`src/rtl/combo_tracker_multi_if.sv`:
```
// Bus bundle for combo_tracker_multi: per-channel hit/miss events in, combo/HUD values out.
interface combo_tracker_multi_if #(
  parameter int NUM_CH = 2,
  parameter int CNT_W  = 7,
  parameter int MULT_W = 3
);
  logic [NUM_CH-1:0]        miss;
  logic [NUM_CH-1:0]        non_full_clear_hit;
  logic [NUM_CH-1:0]        full_clear_hit;
  logic                     clear_all;
  logic [NUM_CH*CNT_W-1:0]  combo_count;
  logic [NUM_CH*CNT_W-1:0]  best_combo;
  logic [NUM_CH*MULT_W-1:0] multiplier;
  logic [NUM_CH-1:0]        combo_broken;

  modport master (
    output miss, non_full_clear_hit, full_clear_hit, clear_all,
    input  combo_count, best_combo, multiplier, combo_broken
  );

  modport slave (
    input  miss, non_full_clear_hit, full_clear_hit, clear_all,
    output combo_count, best_combo, multiplier, combo_broken
  );
endinterface

```
`src/rtl/combo_tracker_multi.sv`:
```
// Multi-channel Whac-A-Mole combo tracker: edge-detected hits/misses, saturating combo,
// inactivity timeout, best-combo capture and tiered score multiplier.
module combo_tracker_multi #(
  parameter int NUM_CH    = 2,
  parameter int CNT_W     = 7,
  parameter int FULL_INC  = 2,
  parameter int TIMEOUT   = 50000000,
  parameter int TO_W      = 26,
  parameter int TIER_STEP = 10,
  parameter int MULT_MAX  = 4,
  parameter int MULT_W    = 3
) (
  input  logic                 clk,
  input  logic                 rst,
  combo_tracker_multi_if.slave bus
);

  localparam logic [CNT_W-1:0] CNT_MAX   = '1;
  localparam logic [CNT_W:0]   FULL_STEP = (CNT_W+1)'(FULL_INC);
  localparam logic [CNT_W:0]   ONE_STEP  = (CNT_W+1)'(1);
  localparam logic [TO_W-1:0]  TO_LOAD   = TO_W'(TIMEOUT);
  localparam logic [TO_W-1:0]  TO_ONE    = TO_W'(1);

  logic [NUM_CH-1:0] r_prevMiss;
  logic [NUM_CH-1:0] r_prevNf;
  logic [NUM_CH-1:0] r_prevFull;
  logic              r_armed;
  logic [CNT_W-1:0]  r_combo [NUM_CH];
  logic [CNT_W-1:0]  r_best  [NUM_CH];
  logic [TO_W-1:0]   r_timer [NUM_CH];
  logic [NUM_CH-1:0] r_broken;

  logic [NUM_CH-1:0] w_missEv;
  logic [NUM_CH-1:0] w_nfEv;
  logic [NUM_CH-1:0] w_fullEv;
  logic [CNT_W:0]    w_sum       [NUM_CH];
  logic [CNT_W-1:0]  w_comboNext [NUM_CH];
  logic [CNT_W-1:0]  w_bestNext  [NUM_CH];
  logic [TO_W-1:0]   w_timerNext [NUM_CH];
  logic [NUM_CH-1:0] w_brokenNext;
  logic [MULT_W-1:0] w_mult      [NUM_CH];

  // r_armed masks the first edge after reset release, so an input already held
  // high through reset must drop and rise again before it counts.
  always_comb begin
    w_missEv     = bus.miss & ~r_prevMiss & {NUM_CH{r_armed}};
    w_nfEv       = bus.non_full_clear_hit & ~r_prevNf & {NUM_CH{r_armed}};
    w_fullEv     = bus.full_clear_hit & ~r_prevFull & {NUM_CH{r_armed}};
    w_brokenNext = '0;
    for (int i = 0; i < NUM_CH; i++) begin
      w_sum[i]       = {1'b0, r_combo[i]} + (w_fullEv[i] ? FULL_STEP : ONE_STEP);
      w_comboNext[i] = r_combo[i];
      w_timerNext[i] = r_timer[i];
      if (bus.clear_all) begin
        w_comboNext[i] = '0;
        w_timerNext[i] = '0;
      end else if (w_missEv[i]) begin
        w_comboNext[i]  = '0;
        w_timerNext[i]  = '0;
        w_brokenNext[i] = (r_combo[i] != '0);
      end else if (w_fullEv[i] || w_nfEv[i]) begin
        w_comboNext[i] = (w_sum[i] > {1'b0, CNT_MAX}) ? CNT_MAX : w_sum[i][CNT_W-1:0];
        w_timerNext[i] = TO_LOAD;
      end else if ((TIMEOUT != 0) && (r_combo[i] != '0) && (r_timer[i] != '0)) begin
        w_timerNext[i] = r_timer[i] - TO_ONE;
        if (r_timer[i] == TO_ONE) begin
          w_comboNext[i]  = '0;
          w_brokenNext[i] = 1'b1;
        end
      end
      w_bestNext[i] = (w_comboNext[i] > r_best[i]) ? w_comboNext[i] : r_best[i];
    end
  end

  // Tier thresholds are elaboration-time constants, so this is a compare chain, not a divider.
  always_comb begin
    for (int i = 0; i < NUM_CH; i++) begin
      w_mult[i] = MULT_W'(1);
      for (int k = 1; k < MULT_MAX; k++) begin
        if (int'(r_combo[i]) >= k * TIER_STEP) begin
          w_mult[i] = MULT_W'(k + 1);
        end
      end
    end
  end

  always_ff @(posedge clk or negedge rst) begin
    if (!rst) begin
      r_prevMiss <= '0;
      r_prevNf   <= '0;
      r_prevFull <= '0;
      r_armed    <= 1'b0;
      r_broken   <= '0;
      for (int i = 0; i < NUM_CH; i++) begin
        r_combo[i] <= '0;
        r_best[i]  <= '0;
        r_timer[i] <= '0;
      end
    end else begin
      r_prevMiss <= bus.miss;
      r_prevNf   <= bus.non_full_clear_hit;
      r_prevFull <= bus.full_clear_hit;
      r_armed    <= 1'b1;
      r_broken   <= w_brokenNext;
      for (int i = 0; i < NUM_CH; i++) begin
        r_combo[i] <= w_comboNext[i];
        r_best[i]  <= w_bestNext[i];
        r_timer[i] <= w_timerNext[i];
      end
    end
  end

  for (genvar g = 0; g < NUM_CH; g++) begin : g_out
    assign bus.combo_count[g*CNT_W +: CNT_W] = r_combo[g];
    assign bus.best_combo[g*CNT_W +: CNT_W]  = r_best[g];
    assign bus.multiplier[g*MULT_W +: MULT_W] = w_mult[g];
  end

  assign bus.combo_broken = r_broken;

endmodule

```
`src/flat_wrapper.sv`:
```
// flat-port wrapper written by rule: the top's interface ports become plain ports
module combo_tracker_multi_flat 
#(
  parameter int NUM_CH    = 2,
  parameter int CNT_W     = 7,
  parameter int FULL_INC  = 2,
  parameter int TIMEOUT   = 50000000,
  parameter int TO_W      = 26,
  parameter int TIER_STEP = 10,
  parameter int MULT_MAX  = 4,
  parameter int MULT_W    = 3
)
  (clk, rst, bus_miss, bus_non_full_clear_hit, bus_full_clear_hit, bus_clear_all, bus_combo_count, bus_best_combo, bus_multiplier, bus_combo_broken);
  combo_tracker_multi_if #(.NUM_CH(NUM_CH), .CNT_W(CNT_W), .MULT_W(MULT_W)) bus_i ();
  input  logic clk;
  input  logic rst;
  input wire logic [$bits(bus_i.miss)-1:0] bus_miss;
  input wire logic [$bits(bus_i.non_full_clear_hit)-1:0] bus_non_full_clear_hit;
  input wire logic [$bits(bus_i.full_clear_hit)-1:0] bus_full_clear_hit;
  input wire logic [$bits(bus_i.clear_all)-1:0] bus_clear_all;
  output wire logic [$bits(bus_i.combo_count)-1:0] bus_combo_count;
  output wire logic [$bits(bus_i.best_combo)-1:0] bus_best_combo;
  output wire logic [$bits(bus_i.multiplier)-1:0] bus_multiplier;
  output wire logic [$bits(bus_i.combo_broken)-1:0] bus_combo_broken;
  assign bus_i.miss = bus_miss;
  assign bus_i.non_full_clear_hit = bus_non_full_clear_hit;
  assign bus_i.full_clear_hit = bus_full_clear_hit;
  assign bus_i.clear_all = bus_clear_all;
  assign bus_combo_count = bus_i.combo_count;
  assign bus_best_combo = bus_i.best_combo;
  assign bus_multiplier = bus_i.multiplier;
  assign bus_combo_broken = bus_i.combo_broken;
  combo_tracker_multi #(.NUM_CH(NUM_CH), .CNT_W(CNT_W), .FULL_INC(FULL_INC), .TIMEOUT(TIMEOUT), .TO_W(TO_W), .TIER_STEP(TIER_STEP), .MULT_MAX(MULT_MAX), .MULT_W(MULT_W)) u_core (.clk(clk), .rst(rst), .bus(bus_i));
endmodule
```
`config.mk`:
```
export PLATFORM = sky130hd
export DESIGN_NAME = combo_tracker_multi_flat
export DESIGN_NICKNAME = d
export VERILOG_FILES = /design/src/rtl/combo_tracker_multi_if.sv /design/src/rtl/combo_tracker_multi.sv /design/src/flat_wrapper.sv
export SDC_FILE = /design/constraint.sdc
export NUM_CORES = 1
export LEC_CHECK = 0
export ABC_AREA = 1
export CORE_ASPECT_RATIO = 0.7
export CORE_MARGIN = 3
export CORE_UTILIZATION = 40
export CTS_CLUSTER_DIAMETER = 100
export CTS_CLUSTER_SIZE = 30
export DETAILED_ROUTE_END_ITERATION = 10
export GPL_TIMING_DRIVEN = 1
export MAX_ROUTING_LAYER = met4
export PLACE_DENSITY = 0.55
export SLEW_MARGIN = 20
export SYNTH_ARGS = -nofsm -noshare
export SYNTH_HDL_FRONTEND = slang
export SYNTH_SLANG_ARGS = --single-unit
```
`constraint.sdc`:
```
create_clock -name clk -period 5.4 [get_ports clk]
set_input_delay 1.62 -clock clk [delete_from_list [all_inputs] [get_ports clk]]
set_output_delay 1.62 -clock clk [all_outputs]
set_load 0.05 [all_outputs]
```
## Yosys cells after proc, flatten, opt, wreduce, memory -nomap -nowiden

Index checks and enable logic that the tools add are counted.

- Register bits after elaboration: 89
- Input port bits: 9
- Output and inout port bits: 36
- Logic and storage cells: 84

- Add/sub/neg operators: 4
- Magnitude comparators: 10
- Eq/ne operators: 2
- Mux-type cells: 38
- Bitwise logic cells: 9
- Reductions and logical operators: 10

Operator list:

| cell | number |
|---|---|
| 2-to-1 mux 26 bit | 8 |
| 2-to-1 mux 7 bit | 12 |
| == test 26 x 1 -> 1 bit (second input constant) | 2 |
| nonzero test 26 bit | 2 |
| subtractor 26 x 1 -> 26 bit (second input constant) | 2 |
| greater-or-equal comparator 7 x 5 -> 1 bit (second input constant) | 4 |
| adder 7 x 8 -> 8 bit | 2 |
| > comparator 8 x 7 -> 1 bit (second input constant) | 2 |
| greater-or-equal comparator 7 x 4 -> 1 bit (second input constant) | 2 |
| > comparator 7 bit | 2 |
| nonzero test 7 bit | 2 |
| bitwise AND 2 bit | 6 |
| 2-to-1 mux 2 bit | 6 |
| 2-to-1 mux 1 bit | 10 |
| nonzero test 4 bit | 2 |
| 2-to-1 mux 3 bit | 2 |
| NOT 2 bit | 3 |
| logical AND 1 bit | 2 |
| logical OR 1 bit | 2 |

## Longest topological paths before layout

Gate-level depths: netlist of the first run.

- Depth in word-level cells: 11
- Depth in mapped cells: 20
- Depth with buffers taken out: 20

## Least setup slack after synthesis of the first run

No wires, ideal clock.

- Path type: input-to-reg
- Start point: input bus_full_clear_hit[1]
- End point: register u_core.r_best (netlist bit u_core.bus.best_combo[7])
- Setup time: 0.118 ns
- Data arrival time: 4.282 ns
- Required time: 5.282 ns
- Setup slack: 1.000 ns
- Stages: 19
- Path buffers: 0
- Path through: inv_1 > nor2_1 > nand2_1 > ha_1 > inv_1 > fa_1 > inv_1 > nand3_1 > xnor2_1 > nor2_1 > nor2_1 > and2_1 > ha_1 > nand2_1 > o21a_1 > a21oi_1 > inv_1 > nand2_1 > nand2_1

RTL lines:

| item | RTL line | text |
|---|---|---|
| start: declaration | flat_wrapper.sv:19 | `input wire logic [$bits(bus_i.full_clear_hit)-1:0] bus_full_clear_hit;` |
| end signal: indexed assignment | combo_tracker_multi.sv:107 | `r_best[i] <= w_bestNext[i];` |
| end: declaration | combo_tracker_multi.sv:29 | `logic [CNT_W-1:0] r_best [NUM_CH];` |

==> out/qor.txt, run 1 <==
Status: finished clean
Sequential-to-total area share from yosys stat: 37.9%
Final GP Congestion: 0.914
Predominant post-synthesis flop cell: dfrtp_1
Worst hold endpoint: u_core.bus.best_combo[11]
Final WL: 15200 um
Diodes inserted: 0
Max-slew violation count: 0
Initial antenna violation count: 0
Pwr dens: 502 nW/um^2
Post-synthesis mux area share: 0%
Xor/xnor share of the synthesized area: 1.49%
Most frequent cells in the layout: nand2_1, nor2_1, inv_1, dfrtp_1, nand3_1
Port bufs: 44
TritonRoute pass-1 iters: 5
Adder-cell share of the synthesized area: 5.80%
Worst reg2reg setup slack: 1850 ps
F_max: 210 MHz
Synth top area cells: dfrtp_1, nand2_1, nor2_1, inv_1, ha_1
Ports: 45
Hold Crit Depth: 2
Post-CTS Setup Bufs: 0
Largest net degree at the start of global routing: 64
Least-Margin Pin Slew: 801 ps
CP required: 5630 ps
Vias in the first global route: 5182
Crit path top cell by count: nand2_1
Layout cell share with drive strength beyond 1: 7.74%
Vias per inst: 5.07
Starting density of the core: 41.5%
Total track usage: 20.3%
Post-synth top area share: 37.9%
CP peak stage delay: 500 ps
Synth Area in Simple Gates: 34.3%
Unrepaired setup endpoints after global routing: false
Slew headroom: 46.4%
Yosys cell types: 50
Worst Skew: 8.38 ps
Die area: 16200 um^2
Layout net count: 910
Critical path type: primary input to register
Root Driver: clkbuf_16
CTS sink cnt: 89
Hold_sp: u_core.bus.best_combo[11]
CP Capture Type: register
Period utilization: 88.2%
TritonCTS Buffers: 9
R2r startpoint: u_core.r_armed
Post-cts hold buffer count: 0
Max clock buf depth: 2
Synthesis-to-layout area growth: 16.2%
WL/cell: 14.3 um
WP data arrival: 4990 ps
Post-Synthesis Mean Instance Area: 7.10 um^2
Reg2reg path depth: 18
Critical-path cell list: clkdlybuf4s50_1 > nand2_1 > ha_1 > fa_1 > nand3_1 > nor2_1 > nand2_1 > xor2_1 > a21oi_1 > and2_1 > ha_1 > nand2_1 > o21a_1 > a21oi_1 > inv_1 > nand2_1 > nand2_1
Synthesized Nets: 862
Ys async rst share: 100%
Critical path's slowest cell: a21oi_1
Hold WS: 513 ps
Worst skew pair latency: 340 ps
TNS Setup: 0 ps
First-pass GRT wire length: 25600 um
Post-Synthesis Cells: 827
Grt total ovfl: 0
Htree depth: 3
Core Rows: 36
Number of vias after detailed routing: 5425
CTS tree: done
Max Cap Viol: 0
Final hold vios: 0
Core Box Area: 14100 um^2
Largest family of logic cells by synthesized area: simple AND/OR/NAND/NOR gates
HPWL after detailed placement: 11400 um
Drc violations: 0
1st-iter DRT viols: 407
Setup Viol. Count Final: 0
CP Launch Type: primary input
Compound-gate portion of the synthesized area: 12.0%
Worst R2R End: u_core.bus.best_combo[5]
Die Ht: 107 um
Clock-pin transition on the worst setup and hold timing paths: 70 ps
VDD IR max: 0.000365 V
Most common cell after layout, fill and taps aside: nand2_1
P_leak: 3.44 nW
Cell taking the most area after synthesis: dfrtp_1
Antenna Nets Post-Route: 0
Warnings, synthesis: 0
Number of synthesized flops with an enable pin: 0
CP max FO: 8
Synthesized area: 5870 um^2
Number of synthesized register bits: 89
Resized cells post-CTS: 0
Die Span X: 151 um
Final min period: 4760 ps
Worst Hold Class: register to register
area by class of cell:
cell class	count	area, um^2
Multi-Input combinational cell	616	3150
Clock inverter	4	76.3
Sequential cell	89	2230
Clock buffer	11	253
Fill cell	1420	7320
Inverter	113	428
Tap cell	190	238
Timing Repair Buffer	46	453
cell usage after synthesis, drive strengths merged, types with 3 or more instances:
| master | count |
|---|---|
| a21oi | 48 |
| and2 | 7 |
| buf | 7 |
| clkinv | 3 |
| dfrtp | 89 |
| ha | 24 |
| inv | 110 |
| nand2 | 230 |
| nand3 | 51 |
| nand3b | 3 |
| nand4 | 9 |
| nor2 | 125 |
| nor3 | 22 |
| o21ai | 56 |
| o22ai | 8 |
| or2 | 5 |
| xnor2 | 3 |
| xor2 | 7 |
registers in the layout (all words and copies together) (netlist names):
register                 cells
u_core.bus.best_combo       14
u_core.r_prevNf              2
u_core.r_timer              52
u_core.r_prevMiss            2
u_core.bus.combo_broken      2
u_core.r_prevFull            2
u_core.bus.combo_count      14
u_core.r_armed               1
where the power goes:
part	switching, mW	leakage [nW]	internal, mW	total [mW]
Sequential	0.168	1.18	0.819	0.988
Combinational	1.18	2.10	0.556	1.74
Clock	0.273	0.158	0.430	0.703
Total	1.62	3.44	1.81	3.43
worst max path at each step:
stage | cells past startpoint | startpoint | end
detailed placement | 17 | bus_full_clear_hit[0] | u_core.bus.best_combo[5]
global placement | 17 | bus_full_clear_hit[0] | u_core.bus.best_combo[5]
global route | 18 | bus_full_clear_hit[0] | u_core.bus.best_combo[5]
floorplan | 19 | bus_full_clear_hit[1] | u_core.bus.best_combo[7]
CTS | 17 | bus_full_clear_hit[0] | u_core.bus.best_combo[5]
finish | 17 | bus_full_clear_hit[0] | u_core.bus.best_combo[5]
cells by family after synthesis:
| family | after synthesis |
|---|---|
| flops | 89 |
| other cells | 1 |
| compound gates | 124 |
| buf+inv | 122 |
| xor+xnor | 10 |
| simple gates | 455 |
| fa+ha+maj | 26 |
metal layers:
| layer | vias to the layer above | track usage, % | routed length (um) |
|---|---|---|---|
| met1 | 2516 | 30.9 | 8170 |
| met2 | 143 | 27.8 | 6130 |
| met4 | 0 | 4.92 | 144 |
| li1 | 2752 | - | - |
| met3 | 14 | 3.70 | 802 |
| met5 | - | - | 0 |
critical path, delay by kind of cell:
kind                       cells  cell delay [ps]
adders and majority gates      3              940
buffers and inverters          2              740
xor gates and xnor gates       1              150
and+or+nand+nor                8              780
AOI/OAI and AO/OA              3              770
metrics by stage:
stage | utilization, % | cells | worst slack (ps) | instance area, um^2 | power (mW)
final | 48.3 | 1069 | 639 | 6830 | 3.43
after global placement | 45.9 | 1054 | 401 | 6500 | 2.68
after detailed placement | 45.9 | 1054 | 274 | 6500 | 2.72
after CTS | 48.3 | 1069 | 634 | 6830 | 3.43
after global routing | 48.3 | 1069 | 303 | 6830 | 3.71
after floorplan | - | 827 | 1000 | 5870 | 2.25
Power figures use the tool's default switching activity.
==> run 2: changes to the inputs <==
--- a/config.mk
+++ b/config.mk
@@ -14,7 +14,7 @@
 export DETAILED_ROUTE_END_ITERATION = 10
 export GPL_TIMING_DRIVEN = 1
 export MAX_ROUTING_LAYER = met4
-export PLACE_DENSITY = 0.55
+export PLACE_DENSITY = 0.57
 export SLEW_MARGIN = 20
 export SYNTH_ARGS = -nofsm -noshare
 export SYNTH_HDL_FRONTEND = slang
==> constraint.sdc (replaced) <==
create_clock -name clk -period 4.34 [get_ports clk]
set_input_delay 1.302 -clock clk [delete_from_list [all_inputs] [get_ports clk]]
set_output_delay 1.302 -clock clk [all_outputs]
set_load 0.05 [all_outputs]
==> run 2 against run 1 <==
Effect of this change: power is 23% higher; critical path depth is 3 higher; sequential share of layout area is 0.37 points lower; final area is 1.1% higher; critical endpoint is now u_core.bus.best_combo[12]; first-iteration DRC count is 8.8% lower; utilization is 0.55 points higher.
==> out/qor.txt, run 2 (synthesized netlist as in run 1, its figures left out) <==
Pwr dens: 610 nW/um^2
Antenna Nets Post-Route: 0
CP max FO: 7
F_max: 244 MHz
1st-iter DRT viols: 371
Root Driver: clkbuf_16
HPWL after detailed placement: 11400 um
Worst Hold Class: register to register
Htree depth: 3
Clock-pin transition on the worst setup and hold timing paths: 70 ps
P_leak: 3.49 nW
R2r startpoint: u_core.r_armed
Core Box Area: 14100 um^2
CP Capture Type: register
Die Span X: 151 um
Period utilization: 94.6%
WP data arrival: 4400 ps
Least-Margin Pin Slew: 712 ps
Core Rows: 36
CP peak stage delay: 430 ps
Critical path's slowest cell: clkdlybuf4s50_1
Final hold vios: 0
Post-cts hold buffer count: 0
Max-slew violation count: 0
Synthesis-to-layout area growth: 17.6%
Most common cell after layout, fill and taps aside: nand2_1
Critical-path cell list: clkdlybuf4s50_1 > inv_1 > nor2_1 > nand2_1 > ha_1 > inv_1 > fa_1 > inv_1 > nand3_1 > xnor2_1 > nor2_1 > nor2_1 > and2_1 > ha_1 > nand2_1 > o21a_1 > a21oi_1 > buf_4 > nand3_1 > nand2_1
NetSw: 2.02 mW
Setup Viol. Count Final: 0
Max clock buf depth: 2
Post-CTS Setup Bufs: 0
Vias per inst: 5.11
Final WL: 15300 um
Total track usage: 20.7%
CP Launch Type: primary input
Placed Area: 6590 um^2
Diodes inserted: 0
Switching share of power: 48.0%
Worst Path Buf+Inv: 5
CTS tree: done
Initial antenna violation count: 0
Starting density of the core: 41.5%
Worst Skew: 6.96 ps
Critical path type: primary input to register
Status: finished clean
Reg with most FFs: u_core.r_timer
Most frequent cells in the layout: nand2_1, nor2_1, inv_1, dfrtp_1, nand3_1
Final min period: 4100 ps
Die Ht: 107 um
TritonRoute pass-1 iters: 5
Clock share of power: 19.3%
Max reg flops: 52
Max Cap Viol: 0
CP top delay family: adder cells
Number of vias after detailed routing: 5529
Resized cells post-CTS: 0
CP required: 4630 ps
Fill cell count: 1460
Slew headroom: 52.6%
Unrepaired setup endpoints after global routing: false
Sequential fraction of design power: 29.2%
Final GP Congestion: 0.895
Final Cell Area: 6900 um^2
CTS sink cnt: 89
Drc violations: 0
Largest net degree at the start of global routing: 75
Final Power: 4.21 mW
Die area: 16200 um^2
Layout cell share with drive strength beyond 1: 9.18%
Hold WS: 518 ps
Ports: 45
WL/cell: 14.1 um
Port bufs: 44
VDD IR max: 0.000377 V
Grt total ovfl: 0
Combinational share of power: 51.5%
TritonCTS Buffers: 9
Layout net count: 923
First-pass GRT wire length: 26200 um
Crit. Startpoint: bus_full_clear_hit[1]
Worst skew pair latency: 350 ps
Vias in the first global route: 5401
Int Pwr: 2.19 mW
Hold_sp: u_core.bus.best_combo[3]
## run 2: cell count changes in the layout (fill, tap and decap cells not counted), sizes merged
cell / before / now
bufinv: 2 / 1
clkinvlp: 1 / 2
clkinv: 4 / 6
clkbuf: 11 / 9
inv: 110 / 111
buf: 3 / 16
## run 2: cell type report
type	instances	area, um^2	area share [%]
Clock buffer	9	225	3.26
Timing Repair Buffer	59	554	8.03
Clock inverter	7	80.1	1.16
Sequential cell	89	2230	32.3
Multi-Input combinational cell	616	3150	45.6
Tap cell	190	238	3.44
Inverter	113	428	6.20
## run 2: worst paths after layout
path,end,slack (ps),cells past startpoint
min in group asynchronous,u_core.r_timer[20],980,1
worst max register to register,u_core.bus.best_combo[0],1190,19
worst min register to register,u_core.bus.best_combo[3],520,2
max in group asynchronous,u_core.r_timer[29],2740,2
worst max-delay path,u_core.bus.best_combo[12],240,20
worst min-delay path,u_core.bus.best_combo[3],520,2
## run 2: power groups by stage
stage	registers (mW)	logic, mW	clock network (mW)
6_report	1.23	2.17	0.813
5_1_grt	1.26	2.44	0.879
4_1_cts	1.22	2.17	0.843
3_5_place_dp	1.23	2.15	0
3_3_place_gp	1.23	2.11	0
2_1_floorplan	1.40	1.40	0
## run 2: through the flow
stage	utilization, %	setup WS [ps]	std cells	setup TNS, ps
after global placement	46.6	22.2	1067	0
after CTS	48.8	258	1083	0
after global routing	48.8	47.3	1083	0
final	48.8	236	1083	0
after detailed placement	46.6	-113	1067	-699
after floorplan	-	258	827	0
## run 2: layer usage
metal	share of wire (%)	global-route usage, %
met3	4.9	4.00
met1	51	30.0
met5	0	-
met4	0.84	4.72
met2	43	30.2
## run 2: tightest hold or removal path, delay by kind of cell, from the launching register on
family / cells / cell delay, ps
flops: 1 / 370
simple gates: 2 / 120
==> run 3: changes to the inputs <==
--- a/config.mk
+++ b/config.mk
@@ -15,6 +15,7 @@
 export GPL_TIMING_DRIVEN = 1
 export MAX_ROUTING_LAYER = met4
 export PLACE_DENSITY = 0.57
+export SETUP_SLACK_MARGIN = 0.3
 export SLEW_MARGIN = 20
 export SYNTH_ARGS = -nofsm -noshare
 export SYNTH_HDL_FRONTEND = slang
==> run 3 against run 2 <==
Effect of this change: clock skew grew 3.8 ps; clock power is essentially flat; register-to-register slack gained 20 ps; power grew 3.7%; wire length grew 1.5%; first-iteration DRC count shrank 4.3%; final area grew 2.8%; highest routed layer unchanged.
==> out/qor.txt, run 3 (synthesized netlist as in run 1, its figures left out) <==
Number of vias after detailed routing: 5505
Initial antenna violation count: 0
Placed Area: 6610 um^2
HPWL after detailed placement: 11400 um
Ports: 45
CP required: 4630 ps
Final GP Congestion: 0.884
1st-iter DRT viols: 355
CP max FO: 5
Die area: 16200 um^2
CTS sink cnt: 89
WL/cell: 14.3 um
CTS tree: done
CP Capture Type: register
Diodes inserted: 0
Met3 Use GR: 4.63%
Worst Skew: 10.8 ps
Switching share of power: 47.9%
Worst Hold Class: register to register
Layout net count: 928
Clock-pin transition on the worst setup and hold timing paths: 70 ps
Core Box Area: 14100 um^2
Max clock buf depth: 2
Final min period: 3690 ps
Reg with most FFs: u_core.r_timer
Global routing usage on met2: 29.6%
Die Span X: 151 um
Grt total ovfl: 0
Period utilization: 85.1%
Root Driver: clkbuf_16
Status: finished clean
P_leak: 3.54 nW
CP peak stage delay: 340 ps
Crit path top cell by count: inv_1
Int Pwr: 2.27 mW
M1 GR Usage: 29.9%
Drc violations: 0
Final hold vios: 0
Port bufs: 44
Most common cell after layout, fill and taps aside: nand2_1
Clock share of power: 18.7%
Worst skew pair latency: 350 ps
Vias per inst: 5.06
Least-Margin Pin Slew: 605 ps
CP top delay family: simple AND/OR/NAND/NOR gates
Max Cap Viol: 0
TritonCTS Buffers: 9
Synthesis-to-layout area growth: 20.9%
Final Cell Area: 7100 um^2
CP Launch Type: primary input
Slew headroom: 59.6%
Final WL: 15500 um
TritonRoute pass-1 iters: 5
Vias in the first global route: 5414
Die Ht: 107 um
Unrepaired setup endpoints after global routing: false
Layout cell share with drive strength beyond 1: 13.1%
Critical-path cell list: dlymetal6s2s_1 > inv_1 > nor2_2 > nand2_2 > ha_4 > inv_1 > fa_2 > inv_1 > nand3_2 > xnor2_1 > nor2_1 > nor2_1 > and2_1 > ha_4 > nand2_2 > inv_1 > nand4_1 > a21oi_4 > buf_6 > nand3_4 > nand2_2
Critical path type: primary input to register
Largest net degree at the start of global routing: 44
Critical path's slowest cell: fa_2
Combinational share of power: 53.3%
Total track usage: 20.7%
Worst Path Buf+Inv: 6
F_max: 271 MHz
Final core occ: 50.2%
Most frequent cells in the layout: nand2_1, nor2_1, inv_1, dfrtp_1, o21ai_0
Max-slew violation count: 0
Hold WS: 508 ps
WP data arrival: 3990 ps
NetSw: 2.09 mW
Setup Viol. Count Final: 0
Antenna Nets Post-Route: 0
VDD IR max: 0.000393 V
Post-cts hold buffer count: 0
Core Rows: 36
Max reg flops: 52
GRT busiest layer: met1
First-pass GRT wire length: 26100 um
Starting density of the core: 41.5%
Sequential fraction of design power: 28.0%
Htree depth: 3
Pwr dens: 615 nW/um^2
[run 3: final timing paths]
path / from / end / slack (ps) / cells after the start
max in group asynchronous: rst / u_core.r_timer[27] / 2590 / 2
min in group asynchronous: rst / u_core.r_timer[19] / 950 / 1
worst max-delay path: bus_full_clear_hit[1] / u_core.bus.best_combo[11] / 650 / 21
worst min register to register: u_core.bus.best_combo[1] / u_core.bus.best_combo[1] / 510 / 2
worst min-delay path: u_core.bus.best_combo[1] / u_core.bus.best_combo[1] / 510 / 2
worst max register to register: u_core.r_armed / u_core.bus.best_combo[5] / 1210 / 20
[run 3: layout make-up]
class / count / area [um^2]
clock buffer: 10 / 239
clock inverter: 6 / 67.6
fill: 1389 / 7040
inverter: 113 / 428
multi-input combinational: 616 / 3300
sequential: 89 / 2230
tap: 190 / 238
timing repair buffer: 64 / 597
[run 3: through the flow]
| stage | setup TNS [ps] | worst slack, ps | cells | power (mW) |
|---|---|---|---|---|
| 3_3_place_gp | -692 | -132 | 1068 | 3.38 |
| 3_5_place_dp | -1360 | -184 | 1068 | 3.42 |
| 6_report | 0 | 646 | 1088 | 4.36 |
| 4_1_cts | 0 | 307 | 1084 | 4.26 |
| 2_1_floorplan | 0 | 404 | 827 | 2.81 |
| 5_1_grt | 0 | 441 | 1088 | 4.74 |
[run 3: metal layers]
layer  vias to the layer above  part of all wire, %
li1                       2785                    -
met1                      2565                   52
met2                       144                   42
met3                        11                  4.8
met4                         0                  1.1
met5                         -                    0
[run 3: worst register-to-register path: stages, from the launching register on]
cell     delay (ps)
dfrtp_1         440
inv_2            60
nor2_1          120
nand2_2          90
ha_2            200
fa_1            410
nand3_1         110
nor2_1           60
nand2_1          60
xor2_1          150
a21oi_1         100
and2_1          180
ha_1            290
nand2_1          80
inv_1            90
nand2_1          70
nor3_2          150
a21oi_2          60
buf_4           160
nand3_1          90
nand2_1          50
[run 3: repair_timing]
action | in CTS | in global routing
endpoints found under the setup margin | 7 | 14
pin swaps | 0 | 12
setup buffers | 0 | 4
resized for setup | 2 | 38
[run 3: power by group through the flow]
stage / Clock (mW) / Sequential, mW / Combinational, mW
4_1_cts: 0.841 / 1.22 / 2.20
2_1_floorplan: 0 / 1.40 / 1.41
3_3_place_gp: 0 / 1.23 / 2.15
3_5_place_dp: 0 / 1.23 / 2.19
5_1_grt: 0.869 / 1.25 / 2.62
6_report: 0.815 / 1.22 / 2.32
